===== src/rtl/mp_pkg.sv =====
// rtl/mp_pkg.sv - shared types and header field layout for the MP LUT coefficient loader
package mp_pkg;

    typedef enum logic [1:0] {
        IDLE  = 2'd0,
        LOAD  = 2'd1,
        DRAIN = 2'd2
    } loader_state_t;

    localparam logic [7:0] MAGIC     = 8'hC0;
    localparam int         MAGIC_MSB = 31;
    localparam int         MAGIC_LSB = 24;
    localparam int         NUM_LSB   = 0;

endpackage


===== src/rtl/mp_coeff_loader.sv =====
// rtl/mp_coeff_loader.sv - AXI-Stream framed coefficient tables to LUT write strobes
module mp_coeff_loader
    import mp_pkg::*;
#(
    parameter int M           = 3,
    parameter int RESOLUTION  = 4096,
    parameter int COEFF_WIDTH = $clog2(RESOLUTION),
    parameter int NUM_WIDTH   = $clog2(M) + 1
) (
    input  logic                   AXI_clk_i,
    input  logic                   reset_n_i,
    input  logic                   enable_i,
    input  logic                   clr_err_i,
    input  logic [31:0]            s_axis_tdata,
    input  logic                   s_axis_tvalid,
    input  logic                   s_axis_tlast,
    output logic                   s_axis_tready,
    output logic [31:0]            coeff_data_o,
    output logic [COEFF_WIDTH-1:0] coeff_addr_o,
    output logic [NUM_WIDTH-1:0]   coeff_num_o,
    output logic                   coeff_en_o,
    output logic                   busy_o,
    output logic                   load_done_o,
    output logic                   load_err_o
);

    localparam int CNT_W = COEFF_WIDTH + 1;

    loader_state_t        state, state_next;
    logic [CNT_W-1:0]     cnt, cnt_next;
    logic [NUM_WIDTH-1:0] num_r, num_next;
    logic                 wr, done, err_set, accept, header_ok, cnt_last;
    logic [NUM_WIDTH-1:0] hdr_num;

    assign s_axis_tready = enable_i & reset_n_i;
    assign accept        = s_axis_tvalid & s_axis_tready;
    assign busy_o        = (state != IDLE);
    assign hdr_num       = s_axis_tdata[NUM_LSB +: NUM_WIDTH];
    assign header_ok     = (s_axis_tdata[MAGIC_MSB:MAGIC_LSB] == MAGIC) &&
                           (hdr_num <= NUM_WIDTH'(M));
    assign cnt_last      = (cnt == CNT_W'(RESOLUTION - 1));

    always_comb begin
        state_next = state;
        cnt_next   = cnt;
        num_next   = num_r;
        wr         = 1'b0;
        done       = 1'b0;
        err_set    = 1'b0;
        case (state)
            IDLE: begin
                if (accept) begin
                    if (header_ok && !s_axis_tlast) begin
                        state_next = LOAD;
                        num_next   = hdr_num;
                        cnt_next   = '0;
                    end else begin
                        err_set    = 1'b1;
                        state_next = s_axis_tlast ? IDLE : DRAIN;
                    end
                end
            end
            LOAD: begin
                if (accept) begin
                    wr       = 1'b1;
                    cnt_next = cnt + CNT_W'(1);
                    if (cnt_last) begin
                        if (s_axis_tlast) begin
                            done       = 1'b1;
                            state_next = IDLE;
                        end else begin
                            err_set    = 1'b1;
                            state_next = DRAIN;
                        end
                    end else if (s_axis_tlast) begin
                        // Short frame: the partial table already written is left in place.
                        err_set    = 1'b1;
                        state_next = IDLE;
                    end
                end
            end
            DRAIN: begin
                if (accept && s_axis_tlast) state_next = IDLE;
            end
            default: state_next = IDLE;
        endcase
    end

    always_ff @(posedge AXI_clk_i or negedge reset_n_i) begin
        if (!reset_n_i) begin
            state        <= IDLE;
            cnt          <= '0;
            num_r        <= '0;
            coeff_data_o <= '0;
            coeff_addr_o <= '0;
            coeff_num_o  <= '0;
            coeff_en_o   <= 1'b0;
            load_done_o  <= 1'b0;
            load_err_o   <= 1'b0;
        end else begin
            state       <= state_next;
            cnt         <= cnt_next;
            num_r       <= num_next;
            coeff_en_o  <= wr;
            load_done_o <= done;
            if (wr) begin
                coeff_data_o <= s_axis_tdata;
                coeff_addr_o <= cnt[COEFF_WIDTH-1:0];
                coeff_num_o  <= num_r;
            end
            // A new error takes priority over a simultaneous clear.
            if (err_set)        load_err_o <= 1'b1;
            else if (clr_err_i) load_err_o <= 1'b0;
        end
    end

endmodule


===== config.mk =====
export PLATFORM = sky130hd
export DESIGN_NAME = mp_coeff_loader
export DESIGN_NICKNAME = d
export VERILOG_FILES = /design/src/rtl/mp_pkg.sv /design/src/rtl/mp_coeff_loader.sv
export SDC_FILE = /design/constraint.sdc
export NUM_CORES = 1
export LEC_CHECK = 0
export ABC_AREA = 1
export BUFFER_PORTS_ARGS = -buffer_cell sky130_fd_sc_hd__buf_2
export CORE_MARGIN = 3
export CORE_UTILIZATION = 47
export DETAILED_ROUTE_END_ITERATION = 8
export PLACE_DENSITY_LB_ADDON = 0.15
export SLEW_MARGIN = 5
export SYNTH_ARGS = -nofsm -noshare
export SYNTH_HDL_FRONTEND = slang
export SYNTH_SLANG_ARGS = --single-unit

===== constraint.sdc =====
create_clock -name AXI_clk_i -period 1.8 [get_ports AXI_clk_i]
set_input_delay 0.27 -clock AXI_clk_i [delete_from_list [all_inputs] [get_ports AXI_clk_i]]
set_output_delay 0.27 -clock AXI_clk_i [all_outputs]
set_load 0.03 [all_outputs]

# == Word-level counts from Yosys, hierarchy flattened ==
# Cells that the tools add are included.
# word_totals
wordCells,59
ff_bits,68
input_bits,38
# classes
n_reduce_logical,11
eq_ne,9
bitwise_logic,2
order_cmp,1
n_addsub,1
muxes,26
# ops
cell,n
13-bit 2-to-1 mux,3
13-bit case mux with 2 select lines,1
2-bit 2-to-1 mux,7
13-bit by 1-bit adder with 13-bit output (second input constant),1
13-bit by 12-bit == test with 1-bit output (second input constant),1
1-bit 2-to-1 mux,13
8-bit == test (second input constant),1
2-bit != test (second input constant),4
4-bit AND reduction,2
2-bit case mux with 3 select lines,1
2-bit nonzero test,3
3-bit by 2-bit <= comparator with 1-bit output (second input constant),1
1-bit logical AND,3
3-bit != test (second input constant),1
3-bit AND reduction,1
1-bit bitwise AND,2
2-bit by 1-bit == test with 1-bit output (second input constant),1
2-bit == test (second input constant),1
2-bit logical NOT,1
1-bit case mux with 2 select lines,1
1-bit logical NOT,1

# == Logic depth before layout (Yosys ltp) ==
# Gate-level depths: netlist (run 1).
# depth
word_depth,7
depth_mapped,12
depth_no_buf,11

# == Worst setup path before layout (run 1) ==
# OpenSTA, ideal clock, no wires.
# synth_timing
path_type,reg-to-reg
startpoint,register cnt[2]
endpoint,register state[0]
arrival_time_ns,1.684
path_buffers,1
path_slack_ns,-0.006
period_less_slack_ns,1.806
stages_incl_launch_ff,13
cell_sequence,dfrtp_1 buf_2 nand2_1 nor2_1 nand3_1 nor4_1 nand2_1 ha_1 nand2_1 nand2_1 or2_0 nand2_1 o21ai_1
# synth_between
elab_chain_len,4
word_cells_on_any_way,6
classes_between,eq/ne: 2; mux: 3; reduce/logical: 1
# synth_rtl
element,line,rtl
"start, declared",mp_coeff_loader.sv:30,"logic [CNT_W-1:0] cnt, cnt_next;"
"start signal, assigned",mp_coeff_loader.sv:102,cnt <= cnt_next;
13-bit by 12-bit == test with 1-bit output (*),mp_coeff_loader.sv:41,assign cnt_last = (cnt == CNT_W'(RESOLUTION - 1));
2-bit 2-to-1 mux,mp_coeff_loader.sv:67,if (cnt_last) begin
2-bit 2-to-1 mux,mp_coeff_loader.sv:64,if (accept) begin
2-bit case mux with 3 select lines,mp_coeff_loader.sv:50,case (state)
"end signal, assigned",mp_coeff_loader.sv:101,state <= state_next;
"end, declared",mp_coeff_loader.sv:29,"loader_state_t state, state_next;"
# Mark *: on every way between the ends. The rest lies on a longest branch, timed or not. The select of a mux whose other input is x is not followed.
# A chain may end at the register's enable or synchronous reset.

# == Worst setup path after layout (run 1) ==
# layout_timing
startpoint,register cnt[4]
endpoint,register state[0]
# Same word-level chain as after synthesis.

==> metrics.md, run 1 <==
| Metric | Value |
|---|---|
| Worst-Margin Slew | 0.847 ns |
| Post-detail-place hpwl | 5.04 mm |
| Setup ws final | 0.0411 ns |
| Synthesized net count | 433 |
| Die ar. | 0.00769 sq mm |
| Mean Syn Cell Area | 8.03 sq um |
| Worst hold slack | 0.121 ns |
| Commonest non-fill, non-tap cells in the layout | nand2_1 (186), buf_2 (89), dfrtp_1 (68), nor2_1 (24), inv_1 (22) |
| Drt total wl | 7.43 mm |
| Layout Nets | 537 |
| DR vias | 2766 |
| EDFF count, synth | 0 |
| Number of I/O port buffers | 89 |
| Worst path cell trace | nand2_2 -> nor2_4 -> nand3_2 -> nor4_2 -> nand2_1 -> ha_2 -> nand2_1 -> nand2_1 -> or2_1 -> nand2_1 -> o21ai_1 |
| Syn Std Cell Area | 0.00314 sq mm |
| Ant diodes | 0 |
| CP top delay family | simple AND/OR/NAND/NOR gates |
| I/O pin count | 90 |
| Asr flop ratio synth | 100% |
| CP bufs+invs | 0 |
| Mapped Cells | 391 |
| Final setup vio count | 0 |
| Crit. End Element | register |
| Root buffer cell | clkbuf_8 |
| Clock transition at the registers of the reported paths | 0.07 ns |
| Seq/Total Area, Yosys | 54.2% |
| Minimum clock period | 1.76 ns |
| Worst slack at placement | 0.0554 ns |
| Synth top area cells | dfrtp_1 (54%), nand2_1 (22%), nand3_1 (3.0%) |
| Final Cycle Share | 97.7% |
| CP endpoint | state[0] |
| Initial drt markers | 177 |
| FP Rows | 29 |
| Slowest cell delay on critical path | 0.37 ns |
| CTS Buffer Depth | 2 |
| TritonRoute pass-1 iters | 4 |
| Final-report hold violation count | 0 |
| Flop-to-flop setup slack | 0.04 ns |
| Worst reg2reg path endpoint | state[0] |
| Max-cap violations | 0 |
| Fmax achieved | 0.569 GHz |
| TritonCTS Buffers | 9 |
| Largest net degree at the start of global routing | 69 |
| Synth Register Bits | 68 |
| Post-synth top area cell | dfrtp_1 |
| Die width | 87.7 microns |
| Area of the multi-input gates | 0.00130 sq mm |
| Max VDD drop | 0.425 mV |
| Slowest cell on crit path | dfrtp_1 |
| Vias per inst | 4.80 |
| Hold WC Path Type | in2reg |
| Largest fanout on the critical path | 2 |
| Crit path DAT | 1.99 ns |
| Unrepaired setup endpoints after global routing | true |
| Initial Util | 48.9% |
| Die height | 87.7 microns |
| Most used cell, CP | nand2_1 |
| Pleak | 2.31 nW |
| Most common cell after layout, fill and taps aside | nand2_1 |
| Critical path depth in cells | 11 |
| CP Class | reg2reg |
| # fillers | 565 |
| Global route overflow | 0 |
| Crit. Startpoint | cnt[4] |
| Crit path required time | 2.03 ns |
| RR Startpoint | cnt[4] |
| Dpl cells | 557 |
| Share of layout cells above drive strength 1 | 30.5% |
| Clock skew | 0.00862 ns |
| Routability Congestion | 0.792 |
| Yosys warns | 0 |
| Clk_lat worst skew | 0.34 ns |
| Post-route ant nets | 0 |
| Relative slew slack | 43.6% |
| Clock sinks | 68 |
| Synth cell types | 28 |
| Finished Layout Cells | 576 |
| TritonCTS clock tree | built |
| WL/cell | 12.9 microns |
| Post-synth top flop | dfrtp_1 |
| Register area | 0.00170 sq mm |
| PD cells | 829 mW/mm^2 |
| H-Tree Depth | 3 |
| Total power | 3.33 mW |
| Setup TNS | 0 ns |
| First-pass GRT wire length | 12.2 mm |
| Overall Global Routing Usage | 20.5% |
| Core area | 0.00642 sq mm |
| Pins Over Slew Limit | 0 |
| Yosys top cell area share | 54.2% |
| Area Overhead vs Synth | 28.1% |
| Hold-fix buffers, CTS | 0 |
| Reg2Reg Depth | 11 |
| Post-route DRC violation count | 0 |
| Status | finished, final reports clean |
| Vias in the first global route | 2717 |
| Initial antenna violation count | 0 |
| Critical path startpoint category | register |
[kinds of logic after synthesis]
group	share of synthesized area, %
and+or+nand+nor	35.1
DFF	54.2
AOI/OAI and AO/OA	3.31
buffers and inverters	5.50
adders and majority gates	1.59
xor gates and xnor gates	0.279
[report_power, final]
group	switching, mW	internal [mW]
clock network	0.585	0.914
logic	0.178	0.0811
registers	0.0161	1.56
[registers in the layout, summed over array words and instances (netlist names)]
| register | count |
|---|---|
| coeff_data_o | 32 |
| coeff_num_o | 3 |
| coeff_en_o | 1 |
| num_r | 3 |
| coeff_addr_o | 12 |
| state | 2 |
| load_err_o | 1 |
| load_done_o | 1 |
| cnt | 13 |
[worst register-to-register path: stages (launching register included)]
cell	delay (ns)
dfrtp_1	0.37
nand2_2	0.08
nor2_4	0.12
nand3_2	0.08
nor4_2	0.23
nand2_1	0.11
ha_2	0.18
nand2_1	0.06
nand2_1	0.06
or2_1	0.23
nand2_1	0.06
o21ai_1	0.05
[metal layers]
metal,routed length [microns],vias to the layer above,part of all wire [%],GRT usage (%)
li1,-,1421,-,-
met1,3460,1253,47,27.0
met2,3440,79,46,33.2
met3,377,13,5.1,3.48
met4,155,0,2.1,9.48
met5,0,-,0,0
[cells in the mapped netlist, types with 2 or more instances]
library cell,instances
nand2_2,11
nor2_2,2
clkbuf_1,5
buf_4,2
ha_1,4
nand2_1,187
nand4_1,5
nand2_4,2
inv_2,4
o21ai_0,13
inv_1,22
buf_2,6
nor2_1,25
dfrtp_1,68
a21oi_1,4
nand3_1,19
[final cells by class]
class	instances	share of cell area [%]
Timing Repair Buffer	107	14.4
Clock inverter	6	2.83
Tap cell	77	2.40
Clock buffer	9	3.08
Inverter	26	2.49
Sequential cell	68	42.3
Multi-Input combinational cell	283	32.4
[worst min-delay path by stage]
stage                           startpoint               end  slack (ns)  cells after the start
after detailed placement  coeff_data_o[12]  coeff_data_o[12]        0.45                      2
after global routing             clr_err_i        load_err_o        0.12                      2
final                            clr_err_i        load_err_o        0.12                      2
after CTS                        clr_err_i        load_err_o        0.10                      2
after global placement    coeff_data_o[30]  coeff_data_o[30]        0.45                      2
after floorplan                  reset_n_i            cnt[0]       -0.03                      0
[timing repair]
action                     in CTS  in global routing
resized for setup               0                 11
setup buffers                   0                  4
setup endpoints to repair       0                  4
[metrics by stage]
stage	instance area (sq um)	utilization [%]
2_1_floorplan	3140	-
5_1_grt	4020	62.6
6_report	4020	62.6
3_3_place_gp	3710	57.8
4_1_cts	3950	61.5
3_5_place_dp	3710	57.8
Power figures use the tool's default switching activity.
==> run 2: changes to the inputs <==
Settings changed: RECOVER_POWER set to 50, SKIP_LAST_GASP set to 1.
==> run 2 against run 1 <==
Via count rose by 0.80%. Critical path depth did not move. Clock-buffer cell count did not move. Sequential power barely moved. Hold slack got worse by 0.0018 ns. Die area did not move. Global-route usage did not move. Largest cell class unchanged. Critical endpoint unchanged. Sequential cell count did not move. Largest power group unchanged.
==> metrics.md, run 2 (same netlist as run 1, synthesis figures left out) <==
| Metric | Value |
|---|---|
| Combinational Power Share | 7.6% |
| Vias per inst | 4.84 |
| WL/cell | 12.9 microns |
| TritonCTS clock tree | built |
| Pleak | 2.21 nW |
| CP bufs+invs | 0 |
| Post-route ant nets | 0 |
| Worst-Margin Slew | 1.47 ns |
| Final setup vio count | 0 |
| DR vias | 2788 |
| CP Class | reg2reg |
| Max VDD drop | 0.424 mV |
| FP Rows | 29 |
| Die ar. | 0.00769 sq mm |
| Seq pwr share | 47.3% |
| TritonCTS Buffers | 9 |
| Dpl cells | 557 |
| Share of layout cells above drive strength 1 | 25.5% |
| Hold WC Path Type | in2reg |
| Area Overhead vs Synth | 27.0% |
| Initial antenna violation count | 0 |
| Sw frac | 23.5% |
| Crit. End Element | register |
| Global route overflow | 0 |
| Crit path required time | 2.03 ns |
| Clock transition at the registers of the reported paths | 0.08 ns |
| Minimum clock period | 1.75 ns |
| Post-route DRC violation count | 0 |
| CTS Buffer Depth | 2 |
| Final Cycle Share | 97.2% |
| Root buffer cell | clkbuf_8 |
| Clock skew | 0.0100 ns |
| Top reg by flops | coeff_data_o |
| Ant diodes | 0 |
| Pins Over Slew Limit | 0 |
| Slowest cell on crit path | dfrtp_1 |
| Max reg flops | 32 |
| Worst path cell trace | nand2_2 -> nor2_4 -> nand3_2 -> nor4_2 -> nand2_1 -> ha_2 -> nand2_1 -> nand2_1 -> or2_1 -> nand2_1 -> o21ai_1 |
| Finished Layout Cells | 576 |
| Clk_lat worst skew | 0.35 ns |
| TritonRoute pass-1 iters | 4 |
| Commonest non-fill, non-tap cells in the layout | nand2_1 (186), dfrtp_1 (68), buf_2 (65), clkbuf_1 (25), nor2_1 (24) |
| Final-report hold violation count | 0 |
| PD cells | 836 mW/mm^2 |
| Slowest cell delay on critical path | 0.37 ns |
| Largest fanout on the critical path | 2 |
| Clock sinks | 68 |
| Vias in the first global route | 2717 |
| Hold-fix buffers, CTS | 0 |
| Routability Congestion | 0.792 |
| Overall Global Routing Usage | 20.5% |
| Drt total wl | 7.44 mm |
| Die width | 87.7 microns |
| Largest regs | coeff_data_o x32, cnt x13, coeff_addr_o x12 |
| Unrepaired setup endpoints after global routing | true |
| I/O pin count | 90 |
| Initial Util | 48.9% |
| Die height | 87.7 microns |
| Most used cell, CP | nand2_1 |
| Status | finished, final reports clean |
| Worst slack at placement | 0.0554 ns |
| Post-detail-place hpwl | 5.04 mm |
| Clk network pwr share | 45.1% |
| Internal cell power | 2.55 mW |
| Core area | 0.00642 sq mm |
| Fmax achieved | 0.572 GHz |
| Critical path startpoint category | register |
| Setup ws final | 0.0506 ns |
| Finished Core Util | 62.1% |
| H-Tree Depth | 3 |
| Crit path DAT | 1.98 ns |
| Most common cell after layout, fill and taps aside | nand2_1 |
| Relative slew slack | 1.72% |
| CP top delay family | simple AND/OR/NAND/NOR gates |
| First-pass GRT wire length | 12.2 mm |
| Largest net degree at the start of global routing | 69 |
| Initial drt markers | 173 |
| Max-cap violations | 0 |
| Layout Nets | 537 |
| Psw | 0.782 mW |
| Number of I/O port buffers | 89 |
[run 2: final cells by class]
cell class,instances,area (sq um)
clock buffer,9,124
clock inverter,6,114
inverter,26,100
multi-input combinational,283,1300
timing repair buffer,107,547
tap,77,96.3
fill,582,2440
sequential,68,1700
[run 2: power groups by stage]
stage	logic (mW)	clock network, mW	registers (mW)
after floorplan	0.0681	0	1.66
after global placement	0.251	0	1.60
after detailed placement	0.255	0	1.60
after CTS	0.258	1.53	1.57
after global routing	0.280	1.60	1.58
final	0.254	1.50	1.58
[run 2: layer usage]
layer | global-route usage, % | part of all wire, %
met5 | 0 | 0
met4 | 9.48 | 2.1
met3 | 3.48 | 4.9
met2 | 33.2 | 47
met1 | 27.0 | 46
[run 2: per-stage QoR]
step	hold slack [ns]	total power [mW]	TNS, ns	instance area [sq um]
floorplan	-0.0256	1.73	0	3140
global route	0.118	3.46	-0.154	3990
global placement	0.448	1.85	0	3710
detailed placement	0.453	1.86	0	3710
finish	0.119	3.33	0	3990
CTS	0.100	3.37	0	3950
[run 2: worst paths after layout]
kind,startpoint,endpoint,slack (ns),cells after the start
min reg2reg,coeff_data_o[18],coeff_data_o[18],0.47,2
min in group asynchronous,reset_n_i,coeff_data_o[24],0.43,2
max,cnt[4],state[0],0.05,11
min,s_axis_tdata[21],coeff_data_o[21],0.12,3
max reg2reg,cnt[4],state[0],0.05,11
max in group asynchronous,reset_n_i,cnt[3],0.48,2
[run 2: repair_timing]
item                                    4_1_cts  5_1_grt
setup buffers                                 0        4
endpoints found under the setup margin        0        4
gates resized for setup                       0       11
[run 2: tightest hold or removal path, cell delays in order]
cell and delay [ns]:
buf_2 0.07, nand2_1 0.04, nand2_1 0.05
==> run 3: changes to the inputs <==
Settings changed: ABC_AREA 1 to unset, CORE_UTILIZATION 47 to 46.
==> run 3 against run 2 <==
Sequential power up 22%. Synthesized cell count down 45%. Via count down 22%. Highest routed layer unchanged. Largest power group unchanged. Largest cell class unchanged.
==> metrics.md, run 3 <==
| Metric | Value |
|---|---|
| Status | finished, final reports clean |
| Post-route ant nets | 0 |
| Die ar. | 0.00743 sq mm |
| TritonRoute pass-1 iters | 4 |
| Commonest non-fill, non-tap cells in the layout | dfrtp_1 (67), clkbuf_1 (51), mux2_2 (47), buf_2 (38), buf_4 (22) |
| Initial Util | 48.8% |
| EDFF count, synth | 0 |
| Crit. End Element | register |
| Initial drt markers | 116 |
| Finished Core Util | 62.9% |
| Fmax achieved | 0.559 GHz |
| Clk_lat worst skew | 0.34 ns |
| Clock skew | 0.00845 ns |
| Clock sinks | 68 |
| Yosys top cell area share | 57.6% |
| Asr flop ratio synth | 100% |
| Reg2Reg Depth | 9 |
| I/O pin count | 90 |
| Layout Nets | 377 |
| Final setup vio count | 0 |
| Hold WC Path Type | in2reg |
| Max-cap violations | 0 |
| Share of layout cells above drive strength 1 | 42.2% |
| Pins Over Slew Limit | 0 |
| CTS Buffer Depth | 2 |
| Post-synth top flop | dfrtp_1 |
| Crit path required time | 2.02 ns |
| Synthesized net count | 259 |
| Global route overflow | 0 |
| Synth cell count leaders | dfrtp_1 (68), mux2_2 (47), nor2_1 (8) |
| Mean Syn Cell Area | 13.6 sq um |
| Dpl cells | 396 |
| Largest regs | coeff_data_o x32, cnt x13, coeff_addr_o x12 |
| Finished Layout Cells | 414 |
| Seq/Total Area, Yosys | 57.6% |
| CP top delay family | compound AO/OA/AOI/OAI gates |
| Register area | 0.00170 sq mm |
| Overall Global Routing Usage | 17.5% |
| Max VDD drop | 0.633 mV |
| Critical path startpoint category | input pin |
| Die height | 86.2 microns |
| Routability Congestion | 0.792 |
| Largest net degree at the start of global routing | 68 |
| Top reg by flops | coeff_data_o |
| Syn Std Cell Area | 0.00296 sq mm |
| Initial antenna violation count | 0 |
| Hold depth | 2 |
| Worst-Margin Slew | 0.899 ns |
| Synth top area cells | dfrtp_1 (58%), mux2_2 (18%), ha_1 (1.7%) |
| Root buffer cell | clkbuf_8 |
| Vias in the first global route | 2208 |
| FP Rows | 28 |
| CP bufs+invs | 2 |
| DR vias | 2176 |
| Count leader, synth | dfrtp_1 |
| Final-report hold violation count | 0 |
| PD cells | 1070 mW/mm^2 |
| Die width | 86.2 microns |
| Yosys warns | 0 |
| First-pass GRT wire length | 10.2 mm |
| Slowest cell delay on critical path | 0.53 ns |
| Clock transition at the registers of the reported paths | 0.07 ns |
| Largest fanout on the critical path | 13 |
| Synth Register Bits | 68 |
| Area of the multi-input gates | 0.00123 sq mm |
| Ant diodes | 0 |
| # fillers | 543 |
| Slowest cell on crit path | dlygate4sd3_1 |
| Flop-to-flop setup slack | 0.06 ns |
| Area Overhead vs Synth | 28.9% |
| Critical path depth in cells | 5 |
| Worst path cell trace | dlygate4sd3_1 -> clkbuf_4 -> nand4b_2 -> a21o_1 -> a221o_1 |
| Most common cell after layout, fill and taps aside | dfrtp_1 |
| Post-route DRC violation count | 0 |
| WL/cell | 14.6 microns |
| TritonCTS clock tree | built |
| Vias per inst | 5.26 |
| Final Cycle Share | 99.5% |
| Minimum clock period | 1.79 ns |
| Core area | 0.00606 sq mm |
| TritonCTS Buffers | 9 |
| Pleak | 1.82 nW |
| H-Tree Depth | 3 |
| Crit path DAT | 2.01 ns |
| Unrepaired setup endpoints after global routing | true |
| Post-detail-place hpwl | 4.38 mm |
| Drt total wl | 6.05 mm |
| Synth cell types | 48 |
| Post-synth top area cell | dfrtp_1 |
| Number of I/O port buffers | 89 |
| CP Class | in2reg |
| Relative slew slack | 40.1% |
| Mapped Cells | 217 |
| Max reg flops | 32 |
-- run 3: layer usage --
layer,GRT usage [%],up-vias,wire (microns)
met5,0,-,0
met1,23.2,1046,2630
met2,27.3,75,2870
li1,-,1044,-
met3,4.18,11,414
met4,8.50,0,132
-- run 3: path summary, 6_finish.rpt --
kind,startpoint,endpoint
min,clr_err_i,load_err_o
max in group asynchronous,reset_n_i,state[0]
max,reset_n_i,cnt[11]
min in group asynchronous,reset_n_i,load_err_o
max reg2reg,cnt[1],state[1]
min reg2reg,coeff_data_o[12],coeff_data_o[12]
-- run 3: cell families after synthesis --
family	count (synthesis)	synth area share, %
AOI/OAI and AO/OA	28	7.19
DFF	68	57.6
and+or+nand+nor	50	11.0
muxes	53	20.3
buffers and inverters	14	2.28
adders and majority gates	4	1.69
-- run 3: final cells by class --
cell class                      count  share of cell area [%]
Timing Repair Buffer              116                    16.0
Multi-Input combinational cell    135                    32.2
Inverter                            5                   0.492
Clock inverter                      5                   0.788
Tap cell                           75                    2.46
Sequential cell                    68                    44.7
Clock buffer                       10                    3.35
-- run 3: timing repair --
item | in CTS | in global routing
hold buffers | 1 | 0
hold endpoints to repair | 1 | 0
gates resized for setup | 0 | 11
setup endpoints to repair | 1 | 39
pin swaps | 1 | 1
setup buffers | 1 | 1
-- run 3: per-stage QoR --
stage	area (sq um)	setup WS, ns	total power [mW]	hold WS, ns	TNS [ns]
finish	3810	0.00976	4.09	0.130	0
global route	3810	-0.0686	4.31	0.120	-0.270
CTS	3840	0.0152	4.19	0.115	0
detailed placement	3660	-0.00169	3.15	0.0896	-0.00169
global placement	3660	0.0625	3.13	0.0871	0
floorplan	2980	0.0365	2.71	-0.0256	0
-- run 3: power by group --
| group | internal [mW] | leakage [nW] | switching [mW] |
|---|---|---|---|
| Clock | 0.484 | 0.0779 | 0.542 |
| Sequential | 1.78 | 0.877 | 0.145 |
| Combinational | 0.405 | 0.865 | 0.734 |
